==> src/rtl/neuron_update_sched_pkg.sv <==
// rtl/neuron_update_sched_pkg.sv - shared types and defaults for the neuron update scheduler
package neuron_update_sched_pkg;

  localparam int N_NEUR_DEF = 256;
  localparam int AW_DEF     = 8;

  typedef enum logic [1:0] {
    IDLE  = 2'd0,
    READ  = 2'd1,
    WRITE = 2'd2
  } state_t;

  typedef enum logic [1:0] {
    LEAK = 2'd0,
    EXC  = 2'd1,
    INH  = 2'd2
  } op_t;

endpackage

==> src/rtl/neuron_update_arbiter.sv <==
// rtl/neuron_update_arbiter.sv - alternating syn/leak arbiter with the pending-tick flag
module neuron_update_arbiter
  import neuron_update_sched_pkg::*;
(
  input  logic CLK,
  input  logic RST,
  input  logic tick,
  input  logic sweep_end,
  input  logic decide,
  input  logic syn_req,
  output logic grant_syn,
  output logic grant_leak,
  output logic miss
);

  logic active_q;
  logic pend_q;
  logic last_syn_q;
  logic leak_req;

  // The final neuron of a sweep is already in flight during its WRITE, so it no longer requests.
  assign leak_req   = active_q & ~sweep_end;
  assign grant_syn  = decide & syn_req & (~leak_req | ~last_syn_q);
  assign grant_leak = decide & leak_req & (~syn_req | last_syn_q);
  assign miss       = tick & active_q & pend_q & ~sweep_end;

  always_ff @(posedge CLK) begin
    if (RST) begin
      active_q   <= 1'b0;
      pend_q     <= 1'b0;
      last_syn_q <= 1'b0;
    end else begin
      if (grant_syn) begin
        last_syn_q <= 1'b1;
      end else if (grant_leak) begin
        last_syn_q <= 1'b0;
      end

      if (sweep_end) begin
        active_q <= pend_q;
        pend_q   <= tick;
      end else if (active_q) begin
        if (tick) begin
          pend_q <= 1'b1;
        end
      end else if (pend_q | tick) begin
        active_q <= 1'b1;
        pend_q   <= pend_q & tick;
      end
    end
  end

endmodule

==> src/rtl/neuron_update_sched.sv <==
// rtl/neuron_update_sched.sv - READ/WRITE scheduler sharing one accumulator across neurons
// Leak sweep engine compiled in only with NEURON_UPDATE_SCHED_LEAK_EN.
module neuron_update_sched
  import neuron_update_sched_pkg::*;
#(
  parameter int N_NEUR = N_NEUR_DEF,
  parameter int AW     = AW_DEF
) (
  input  logic          CLK,
  input  logic          RST,
  input  logic          leak_tick,
  input  logic          syn_req,
  input  logic [AW-1:0] syn_neur,
  input  logic [2:0]    syn_weight,
  input  logic          syn_inh,
  output logic          syn_ack,
  output logic          sram_cs,
  output logic          sram_we,
  output logic [AW-1:0] sram_addr,
  output logic          event_leak,
  output logic          event_exc,
  output logic          event_inh,
  output logic [2:0]    weight_out,
  output logic          busy,
  output logic          sweep_done,
  output logic          leak_miss
);

  state_t        state_q, state_d;
  op_t           op_q;
  logic [AW-1:0] addr_q;
  logic [2:0]    weight_q;
  logic [AW-1:0] leak_addr;
  logic          decide, grant_syn, grant_leak;
  logic          tick_in, sweep_end, arb_miss;

  assign decide = (state_q == IDLE) || (state_q == WRITE);

  neuron_update_arbiter u_arb (
    .CLK        (CLK),
    .RST        (RST),
    .tick       (tick_in),
    .sweep_end  (sweep_end),
    .decide     (decide),
    .syn_req    (syn_req),
    .grant_syn  (grant_syn),
    .grant_leak (grant_leak),
    .miss       (arb_miss)
  );

  always_comb begin
    state_d = state_q;
    case (state_q)
      IDLE, WRITE: state_d = (grant_syn || grant_leak) ? READ : IDLE;
      READ:        state_d = WRITE;
      default:     state_d = IDLE;
    endcase
  end

  always_ff @(posedge CLK) begin
    if (RST) begin
      state_q  <= IDLE;
      op_q     <= LEAK;
      addr_q   <= '0;
      weight_q <= '0;
    end else begin
      state_q <= state_d;
      if (grant_syn) begin
        op_q     <= syn_inh ? INH : EXC;
        addr_q   <= syn_neur;
        weight_q <= syn_weight;
      end else if (grant_leak) begin
        op_q     <= LEAK;
        addr_q   <= leak_addr;
        weight_q <= '0;
      end
    end
  end

  assign busy       = (state_q != IDLE);
  assign sram_cs    = busy;
  assign sram_we    = (state_q == WRITE);
  assign sram_addr  = busy ? addr_q : '0;
  assign syn_ack    = (state_q == READ) && (op_q != LEAK);
  assign event_exc  = (state_q == WRITE) && (op_q == EXC);
  assign event_inh  = (state_q == WRITE) && (op_q == INH);
  assign weight_out = (state_q == WRITE) ? weight_q : 3'd0;

`ifdef NEURON_UPDATE_SCHED_LEAK_EN
  localparam logic [AW-1:0] LAST = AW'(N_NEUR - 1);
  logic [AW-1:0] leak_cnt;

  always_ff @(posedge CLK) begin
    if (RST) begin
      leak_cnt <= '0;
    end else if (grant_leak) begin
      leak_cnt <= (leak_cnt == LAST) ? '0 : leak_cnt + AW'(1);
    end
  end

  assign tick_in    = leak_tick;
  assign leak_addr  = leak_cnt;
  assign sweep_end  = (state_q == WRITE) && (op_q == LEAK) && (addr_q == LAST);
  assign event_leak = (state_q == WRITE) && (op_q == LEAK);
  assign sweep_done = sweep_end;
  assign leak_miss  = arb_miss;
`else
  logic unused_leak;
  assign unused_leak = leak_tick | arb_miss;
  assign tick_in     = 1'b0;
  assign leak_addr   = '0;
  assign sweep_end   = 1'b0;
  assign event_leak  = 1'b0;
  assign sweep_done  = 1'b0;
  assign leak_miss   = 1'b0;
`endif

endmodule

==> config.mk <==
export PLATFORM = sky130hd
export DESIGN_NAME = neuron_update_sched
export DESIGN_NICKNAME = d
export VERILOG_FILES = /design/src/rtl/neuron_update_sched_pkg.sv /design/src/rtl/neuron_update_arbiter.sv /design/src/rtl/neuron_update_sched.sv
export SDC_FILE = /design/constraint.sdc
export NUM_CORES = 1
export LEC_CHECK = 0
export BUFFER_PORTS_ARGS = -buffer_cell sky130_fd_sc_hd__clkbuf_2
export CAP_MARGIN = 25
export CELL_PAD_IN_SITES_DETAIL_PLACEMENT = 0
export CELL_PAD_IN_SITES_GLOBAL_PLACEMENT = 1
export CORE_MARGIN = 1.5
export CORE_UTILIZATION = 32
export CTS_CLUSTER_SIZE = 25
export DETAILED_ROUTE_END_ITERATION = 10
export GPL_ROUTABILITY_DRIVEN = 0
export MAX_ROUTING_LAYER = met4
export PLACE_DENSITY_LB_ADDON = 0.1
export SLEW_MARGIN = 40
export SYNTH_ARGS = -nofsm -noshare
export SYNTH_HDL_FRONTEND = slang
export SYNTH_SLANG_ARGS = --single-unit
==> constraint.sdc <==
create_clock -name CLK -period 1.2 [get_ports CLK]
set_input_delay 0 -clock CLK [delete_from_list [all_inputs] [get_ports CLK]]
set_output_delay 0 -clock CLK [all_outputs]
set_load 0.01 [all_outputs]
==> summary.txt, run 1 <==
Outcome: finished, violations left
Failing checks: negative setup slack
# IOs: 36
Post-layout worst setup margin: -0.02520 ns
Register Area: 302.8 sq um
Tmin final: 1.225 ns
Gate Count Post-Synth: 87
Synthesized cell area: 789.5 sq um
Max-cap viol count: 0
Met3 WL post-DR: 107 um
Leakage power: 0.0005281 uW
Slowest-stage cell, CP: dfxtp_2
Yosys warns: 0
CTS Sinks: 15
Gr usage total: 14.76%
Number of global-route vias before repair: 668
Seq cells post-synth: 15
CTS H-tree depth: 1
Clock Latency Late Sink: 0.27 ns
Die ar.: 2774 sq um
GRT Residual Overflow: 0
Worst Skew: 0.002754 ns
Class of the worst hold path: in -> reg
WL per Instance: 10.83 um
Area share of the largest cell type after synthesis: 38.03%
N_diodes: 0
Top layer in use: met4
Drt pass-1 iters: 4
Global-route wire length before repair: 2918 um
Largest net degree at the start of global routing: 28
FF-to-FF End: op_q[0]$_SDFFE_PP0P_
Core area: 2276 sq um
Max Slew Vio Count: 0
Final ANT Viol Nets: 0
PortBufs: 31
Final setup viols: 2
TNS Setup: -0.04150 ns
Yosys cell types: 18
Detail Placement HPWL: 1179 um
Chip height: 52.67 um
Worst reg2reg path depth: 4
Worst VDD drop: 0.0004394 V
Syn Area/Cell: 9.075 sq um
Hold path endpoint: op_q[0]$_SDFFE_PP0P_
DR iter-0 viols: 5
Clock Tree Root: clkbuf_4
Placement Setup Slack: -0.05595 ns
CP Launch Type: flop
Post-DR vias/cell: 4.706
Multi-input logic area: 467.9 sq um
Final-stage net count: 152
DR vias: 767
FF-to-FF Start: state_q[0]$_SDFF_PP0_
Most common cell after layout, fill and taps aside: clkbuf_2
Layout area overhead: 52.77%
Antenna violations before repair: 0
Fill cells: 240
R2R Setup Slk: 0.12 ns
CTS tree: done
CP Capture Type: output port
Met2 wire len: 808 um
Drt drc: 0
Largest fanout on the critical path: 6
Share of post-route cells with drive strength above 1: 37.78%
Most frequent cells in the layout: clkbuf_2 (20), nand2b_1 (14), dfxtp_1 (13)
Worst hold path depth: 2
Unrepaired setup endpoints after global routing: true
Setup CP Type: reg -> out
Die Width: 52.67 um
Routed metal-1 wire length: 833 um
Initial Utilization: 34.69%
Crit path DAT: 1.23 ns
Clock-pin slew on the worst setup and hold paths: 0.09 ns
Sequential element share of the synthesized area: 38.03%
Worst Hold Launch: RST
FMAX: 816.2 MHz
Num CTS Buffers: 3
Max clock buf depth: 2
Critical Path RT: 1.20 ns
Hold Vio Cnt, Final: 0
Max incr delay on CP: 0.34 ns
Top post-synthesis cells by area: dfxtp_1 (38%), nand4bb_1 (17%), nand2b_1 (11%)
Largest area contributor in the netlist: dfxtp_1
Fin crit share: 102.1%
Routed wire length: 1765 um
Pwr/cell area: 885.9 nW/um^2
CP cell instances: buf_12, nor2b_4, nor3b_4, buf_2
Slew HR: 66.78%
Row cnt: 17
Slew @ Worst Pin: 0.4960 ns
==> stage by stage <==
step                cell area (sq um)  util (%)  cells  hold WS, ns  total power (uW)
floorplan                       797.0         -     89       0.1660             676.1
detailed placement              967.2     42.50    142       0.2639             743.9
CTS                              1136     49.92    159       0.1471              1061
global placement                967.2     42.50    142       0.2558             740.9
global route                     1206     53.00    163       0.1747              1147
finish                           1206     53.00    163       0.1556              1069
==> what timing repair did <==
item / in CTS / in global routing
setup endpoints to repair: 27 / 17
hold buffers: 12 / 0
endpoints found under the hold margin: 12 / 0
pin swaps: 0 / 1
resized for setup: 3 / 20
buffers inserted: 1 / 4
==> cells in the mapped netlist (all sizes together) <==
master	number
nor2b	10
nand2b	14
o21ai	12
inv	2
and3b	1
buf	7
clkbuf	2
a211oi	1
and2	3
conb	1
and3	1
nor2	5
nand4bb	12
dfxtp	15
nor3b	1
==> final cells by class <==
class                   count  share of cell area (%)
multi-input cells          63                   38.80
repair buffers             51                   30.39
flip-flops and latches     15                   25.10
well taps                  28                   2.905
clock buffers               4                   2.178
inverters                   2                  0.6224
==> worst max path at each step <==
stage	start	end	slack [ns]
after global routing	state_q[0]$_SDFF_PP0_	event_exc	-0.12
after detailed placement	state_q[0]$_SDFF_PP0_	op_q[1]$_SDFFE_PP0P_	-0.06
after global placement	state_q[0]$_SDFF_PP0_	addr_q[0]$_SDFFE_PP0P_	-0.03
after CTS	state_q[0]$_SDFF_PP0_	addr_q[6]$_SDFFE_PP0P_	-0.10
final	state_q[0]$_SDFF_PP0_	event_exc	-0.03
after floorplan	state_q[0]$_SDFF_PP0_	event_exc	0.14
==> critical path: cells and delay by family (launching register included) <==
kind | cells | cell delay, ns
buffers and inverters | 2 | 0.28
AND/OR/NAND/NOR | 2 | 0.33
flip-flops | 1 | 0.34
==> registers in the layout, summed over array words and instances (netlist names) <==
signal,flops
addr_q,8
weight_q,3
op_q,2
state_q,2
==> metal layers <==
metal / vias to the layer above / GRT usage [%]
met1: 352 / 17.88
met3: 2 / 3.143
met4: 0 / 6.410
met5: - / -
li1: 389 / -
met2: 24 / 23.54
==> cells by family (layout without fill, tap and decap cells) <==
logic type / Yosys count / after routing / synth area share [%]
other: 1 / 3 / 0.4750
flip-flops: 15 / 15 / 38.04
buffers and inverters: 11 / 57 / 7.925
AND/OR/NAND/NOR: 47 / 47 / 44.37
AO/OA/AOI/OAI: 13 / 13 / 9.192
==> power breakdown <==
group | total [uW] | internal (uW) | switching [uW]
clock network | 278 | 129 | 149
logic | 243 | 139 | 104
registers | 547 | 530 | 17.9
Note: power is estimated with default switching activity, not from simulation.
==> inputs of run 2 (changes only) <==
--- a/config.mk
+++ b/config.mk
@@ -16,6 +16,8 @@
 export GPL_ROUTABILITY_DRIVEN = 0
 export MAX_ROUTING_LAYER = met4
 export PLACE_DENSITY_LB_ADDON = 0.1
+export RECOVER_POWER = 100
+export SETUP_SLACK_MARGIN = 0.15
 export SLEW_MARGIN = 40
 export SYNTH_ARGS = -nofsm -noshare
 export SYNTH_HDL_FRONTEND = slang
==> run 2 against run 1 <==
Against the previous run:
- the run now ends clean
- global-route usage is 0.76 points higher
- first-iteration DRC count stayed put
- register-to-register slack hardly changed
- maximum frequency is 4.3% higher
- worst hold slack worse by 0.023 ns
- critical path depth stayed put
- worst setup slack better by 0.051 ns
- sequential cell count stayed put
- utilization is 0.49 points lower
- via count is 2.3% lower
- highest routed layer unchanged
==> summary.txt, run 2 (synthesis results as in run 1) <==
Outcome: completed
Layout area overhead: 51.35%
Drt drc: 0 (unchanged)
Switching Fraction: 25.67% (+0.24 points)
Logic pwr share: 22.7% (about the same)
DR vias: 749 (-2.3%)
Crit path DAT: 1.17 ns (-0.06 ns)
DR iter-0 viols: 5 (unchanged)
Leakage power: 0.0005116 uW (-3.1%)
Max clock buf depth: 2 (unchanged)
Worst Skew: 0.0008890 ns (-0.001865 ns)
Number of global-route vias before repair: 711 (+6.4%)
CTS tree: done
Post-DP Area: 967.2 sq um (unchanged)
Fill cells: 228 (-5.0%)
Worst VDD drop: 0.0006688 V (+52%)
Post-DR vias/cell: 4.652 (-1.1%)
N_diodes: 0 (unchanged)
CTS Sinks: 15 (unchanged)
Largest fanout on the critical path: 6 (unchanged)
Largest Register: addr_q
Die Width: 52.67 um (unchanged)
Max Slew Vio Count: 0 (unchanged)
Tmin final: 1.174 ns (-0.05070 ns)
Share of post-route cells with drive strength above 1: 37.59% (-0.18 points)
CP Launch Type: flop
Clock power share: 26.4% (+0.4 points)
Class of the worst hold path: in -> reg
Reg power frac: 51.0% (-0.2 points)
Core area: 2276 sq um (unchanged)
Row cnt: 17 (unchanged)
Routed wire length: 1804 um (+2.2%)
Drt pass-1 iters: 4 (unchanged)
Largest net degree at the start of global routing: 28 (unchanged)
Final-stage net count: 150 (-1.3%)
Setup CP Type: reg -> out
GRT Residual Overflow: 0 (unchanged)
Num CTS Buffers: 3 (unchanged)
Critical Path RT: 1.20 ns (about the same)
WL per Instance: 11.20 um (+3.5%)
Fin crit share: 97.87% (-4.2 points)
FMAX: 851.4 MHz (+4.3%)
Initial Utilization: 34.69% (unchanged)
Most frequent cells in the layout: clkbuf_2 (21), nand2b_1 (13), dfxtp_1 (13)
CP Capture Type: output port
P_int: 795.5 uW (-0.15%)
Clock-pin slew on the worst setup and hold paths: 0.09 ns (about the same)
Switching pwr: 274.8 uW (+1.1%)
CTS H-tree depth: 1 (unchanged)
Gr usage total: 15.52% (+0.76 points)
Pwr/cell area: 895.7 nW/um^2 (+1.1%)
Chip height: 52.67 um (unchanged)
Die ar.: 2774 sq um (unchanged)
Unrepaired setup endpoints after global routing: true
Biggest regs: addr_q (8), weight_q (3)
Max-cap viol count: 0 (unchanged)
# IOs: 36 (unchanged)
Final ANT Viol Nets: 0 (unchanged)
Most common cell after layout, fill and taps aside: clkbuf_2
Max FFs per register: 8 (unchanged)
Antenna violations before repair: 0 (unchanged)
Hold slack final: 0.1329 ns (-0.02269 ns)
Hold Vio Cnt, Final: 0 (unchanged)
Clock Latency Late Sink: 0.27 ns (about the same)
Final setup viols: 0 (-2)
PortBufs: 31 (unchanged)
Clock Tree Root: clkbuf_4
Design Area, Final: 1195 sq um (-0.93%)
Detail Placement HPWL: 1198 um (+1.6%)
Global-route wire length before repair: 3084 um (+5.7%)
[run 2: cell count changes in the layout (fill, tap and decap cells not counted), sizes merged]
cell    delta
buf        -4
clkbuf     +2
[run 2: layout make-up]
cell class,count,area (sq um),share of cell area (%)
multi-input cells,63,474.2,39.69
well taps,28,35.03,2.932
repair buffers,49,349.1,29.21
clock buffers,4,26.28,2.199
inverters,2,7.507,0.6283
flip-flops and latches,15,302.8,25.34
[run 2: stage by stage]
step                      setup TNS [ns]  worst slack, ns  power, uW  util [%]  std cells
final                                  0          0.02551       1070     52.50        161
after global routing            -0.06337         -0.03206       1139     52.50        161
after CTS                      -0.006924        -0.006924       1076     50.85        161
after detailed placement          -1.072          -0.1009      740.3     42.50        143
after global placement           -0.5282         -0.04989      738.4     42.50        143
after floorplan                        0           0.1784      677.1         -         89
[run 2: timing repair]
item                       4_1_cts  5_1_grt
setup endpoints to repair       29       18
cloned                           0        0
pin swaps                        3        1
setup buffers                    2        0
hold buffers                    12        0
resized for setup                7       25
hold endpoints to repair        12        0
[run 2: path summary, 6_finish.rpt]
kind,start,to,slack (ns),cells past startpoint
max,state_q[0]$_SDFF_PP0_,event_exc,0.03,4
min,syn_req,addr_q[6]$_SDFFE_PP0P_,0.13,3
max reg2reg,state_q[0]$_SDFF_PP0_,op_q[0]$_SDFFE_PP0P_,0.12,4
min reg2reg,addr_q[6]$_SDFFE_PP0P_,addr_q[6]$_SDFFE_PP0P_,0.47,2
[run 2: per-layer routing]
metal,up-vias,GRT usage (%),share of wire [%]
li1,382,-,-
met1,338,20.24,49
met2,27,23.75,46
met3,2,3.429,4.5
met4,0,5.128,0.61
met5,-,-,0
[run 2: power by group through the flow]
stage	clock [uW]	sequential [uW]	combinational [uW]
2_1_floorplan	0	553	124
3_3_place_gp	0	556	183
3_5_place_dp	0	556	185
4_1_cts	298	545	233
5_1_grt	320	549	270
6_report	283	545	242
[run 2: worst max-delay path, stage by stage (launching register included)]
cell	delay, ns
dfxtp_2	0.33
buf_6	0.13
nor2b_4	0.14
nor3b_2	0.16
buf_2	0.14
==> inputs of run 3 (changes only) <==
--- a/config.mk
+++ b/config.mk
@@ -14,6 +14,7 @@
 export CTS_CLUSTER_SIZE = 25
 export DETAILED_ROUTE_END_ITERATION = 10
 export GPL_ROUTABILITY_DRIVEN = 0
+export GPL_TIMING_DRIVEN = 0
 export MAX_ROUTING_LAYER = met4
 export PLACE_DENSITY_LB_ADDON = 0.1
 export RECOVER_POWER = 100
==> run 3 against run 2 <==
Against the previous run:
- the flow now finishes with violations (negative setup slack)
- worst hold slack got worse by 0.085 ns
- count of clock-buffer cells in the layout did not move
- sequential share of layout area fell by 1.2 points
- sequential power barely moved
- total power rose by 2.1%
- critical path depth did not move
- largest cell class unchanged
- clock skew rose by 0.0036 ns
==> summary.txt, run 3 (synthesis results as in run 1) <==
Tmin final: 1.211 ns (+0.03621 ns)
Detail Placement HPWL: 1272 um (+6.2%)
Max Slew Vio Count: 0 (unchanged)
Clock Tree Root: clkbuf_4
Die Width: 52.67 um (unchanged)
CTS tree: done
Number of global-route vias before repair: 740 (+4.1%)
Core area: 2276 sq um (unchanged)
Clock Latency Late Sink: 0.27 ns (about the same)
FF-to-FF End: op_q[0]$_SDFFE_PP0P_
Chip height: 52.67 um (unchanged)
Routed wire length: 1915 um (+6.2%)
Post-DP Area: 992.2 sq um (+2.6%)
Total power: 1092 uW (+2.1%)
Post-layout worst setup margin: -0.01070 ns (-0.03621 ns)
Gr usage total: 16.49% (+0.98 points)
CP Launch Type: flop
Row cnt: 17 (unchanged)
Setup CP Type: reg -> out
Worst VDD drop: 0.0005731 V (-14%)
Layout area overhead: 59.43%
Initial Utilization: 34.69% (unchanged)
Worst Skew: 0.004469 ns (+0.003580 ns)
PortBufs: 31 (unchanged)
Most frequent cells in the layout: clkbuf_2 (24), dfxtp_1 (14), nand2b_1 (13)
Critical Path Start: state_q[0]$_SDFF_PP0_
Num CTS Buffers: 3 (unchanged)
Failing checks: negative setup slack
Share of post-route cells with drive strength above 1: 38.46% (+0.87 points)
Clock-pin slew on the worst setup and hold paths: 0.09 ns (about the same)
Worst Hold Launch: syn_req
Global-route wire length before repair: 3222 um (+4.5%)
Largest Register: addr_q
Drt drc: 0 (unchanged)
Design Area, Final: 1259 sq um (+5.3%)
Hold Vio Cnt, Final: 0 (unchanged)
Final Util: 55.31% (+2.8 points)
Pwr/cell area: 867.9 nW/um^2 (-3.1%)
Leakage power: 0.0005475 uW (+7.0%)
WL per Instance: 11.20 um (about the same)
GRT Residual Overflow: 0 (unchanged)
Fill cells: 219 (-3.9%)
Largest net degree at the start of global routing: 11 (-61%)
Most common cell after layout, fill and taps aside: clkbuf_2
Crit path DAT: 1.21 ns (+0.04 ns)
DR iter-0 viols: 5 (unchanged)
Worst setup path endpoint: event_exc
DR vias: 779 (+4.0%)
Class of the worst hold path: in -> reg
Drt pass-1 iters: 4 (unchanged)
Outcome: finished, violations left
Worst reg2reg path depth: 6 (+2)
CTS H-tree depth: 1 (unchanged)
Fin crit share: 100.9% (+3.0 points)
Max FFs per register: 8 (unchanged)
R2R Setup Slk: 0 ns (-0.12 ns)
Die ar.: 2774 sq um (unchanged)
Max-cap viol count: 0 (unchanged)
FF-to-FF Start: state_q[0]$_SDFF_PP0_
Final ANT Viol Nets: 0 (unchanged)
Antenna violations before repair: 0 (unchanged)
Largest fanout on the critical path: 6 (unchanged)
Final-stage net count: 160 (+6.7%)
Max clock buf depth: 2 (unchanged)
CTS Sinks: 15 (unchanged)
# IOs: 36 (unchanged)
Unrepaired setup endpoints after global routing: true
N_diodes: 0 (unchanged)
FMAX: 826.0 MHz (-3.0%)
Final setup viols: 1 (+1)
Post-DR vias/cell: 4.556 (-2.1%)
CP Capture Type: output port
Biggest regs: addr_q (8), weight_q (3)
Critical Path RT: 1.20 ns (about the same)
## run 3: worst min-delay path by stage
stage	to	slack [ns]	cells past startpoint
global route	addr_q[5]$_SDFFE_PP0P_	0.05	3
finish	addr_q[5]$_SDFFE_PP0P_	0.05	3
CTS	addr_q[3]$_SDFFE_PP0P_	0.03	3
global placement	addr_q[3]$_SDFFE_PP0P_	0.26	3
detailed placement	addr_q[2]$_SDFFE_PP0P_	0.27	3
floorplan	addr_q[0]$_SDFFE_PP0P_	0.17	2
## run 3: area by class of cell
| class | count | area, sq um | share of cell area, % |
|---|---|---|---|
| Tap cell | 28 | 35.03 | 2.783 |
| Sequential cell | 15 | 304.0 | 24.16 |
| Multi-Input combinational cell | 63 | 466.7 | 37.08 |
| Timing Repair Buffer | 50 | 352.8 | 28.03 |
| Buffer | 9 | 66.31 | 5.268 |
| Inverter | 2 | 7.507 | 0.5964 |
| Clock buffer | 4 | 26.28 | 2.087 |
## run 3: critical path, cell delays in order (launching register included)
cell	delay [ns]
dfxtp_4	0.35
buf_8	0.12
nor2b_4	0.14
nor3b_2	0.17
buf_2	0.15
## run 3: repair_timing
item | CTS | global route
setup endpoints to repair | 20 | 29
buffers inserted | 7 | 0
pin swaps | 4 | 1
endpoints found under the hold margin | 12 | 0
gates resized for setup | 15 | 16
hold buffers | 12 | 0
## run 3: stage by stage
step / hold WS, ns / setup slack, ns / std cells / setup TNS [ns]
2_1_floorplan: 0.1660 / 0.1784 / 89 / 0
6_report: 0.04802 / -0.01070 / 171 / -0.01070
5_1_grt: 0.05489 / -0.08474 / 171 / -0.8577
3_5_place_dp: 0.2705 / -0.1195 / 148 / -0.1395
4_1_cts: 0.03283 / -0.04293 / 171 / -0.1186
3_3_place_gp: 0.2633 / -0.1123 / 148 / -0.1123
## run 3: where the power goes
| part | internal [uW] | switching, uW | total (uW) |
|---|---|---|---|
| Clock | 129 | 153 | 281 |
| Combinational | 155 | 112 | 267 |
| Sequential | 528 | 16.5 | 545 |
| Total | 811 | 281 | 1090 |
## run 3: layer usage
metal	vias up	wire length (um)	track usage, %
met5	-	0	-
met2	25	895	26.67
met3	2	96	3.429
met4	0	13	5.128
li1	402	-	-
met1	350	910	20.59
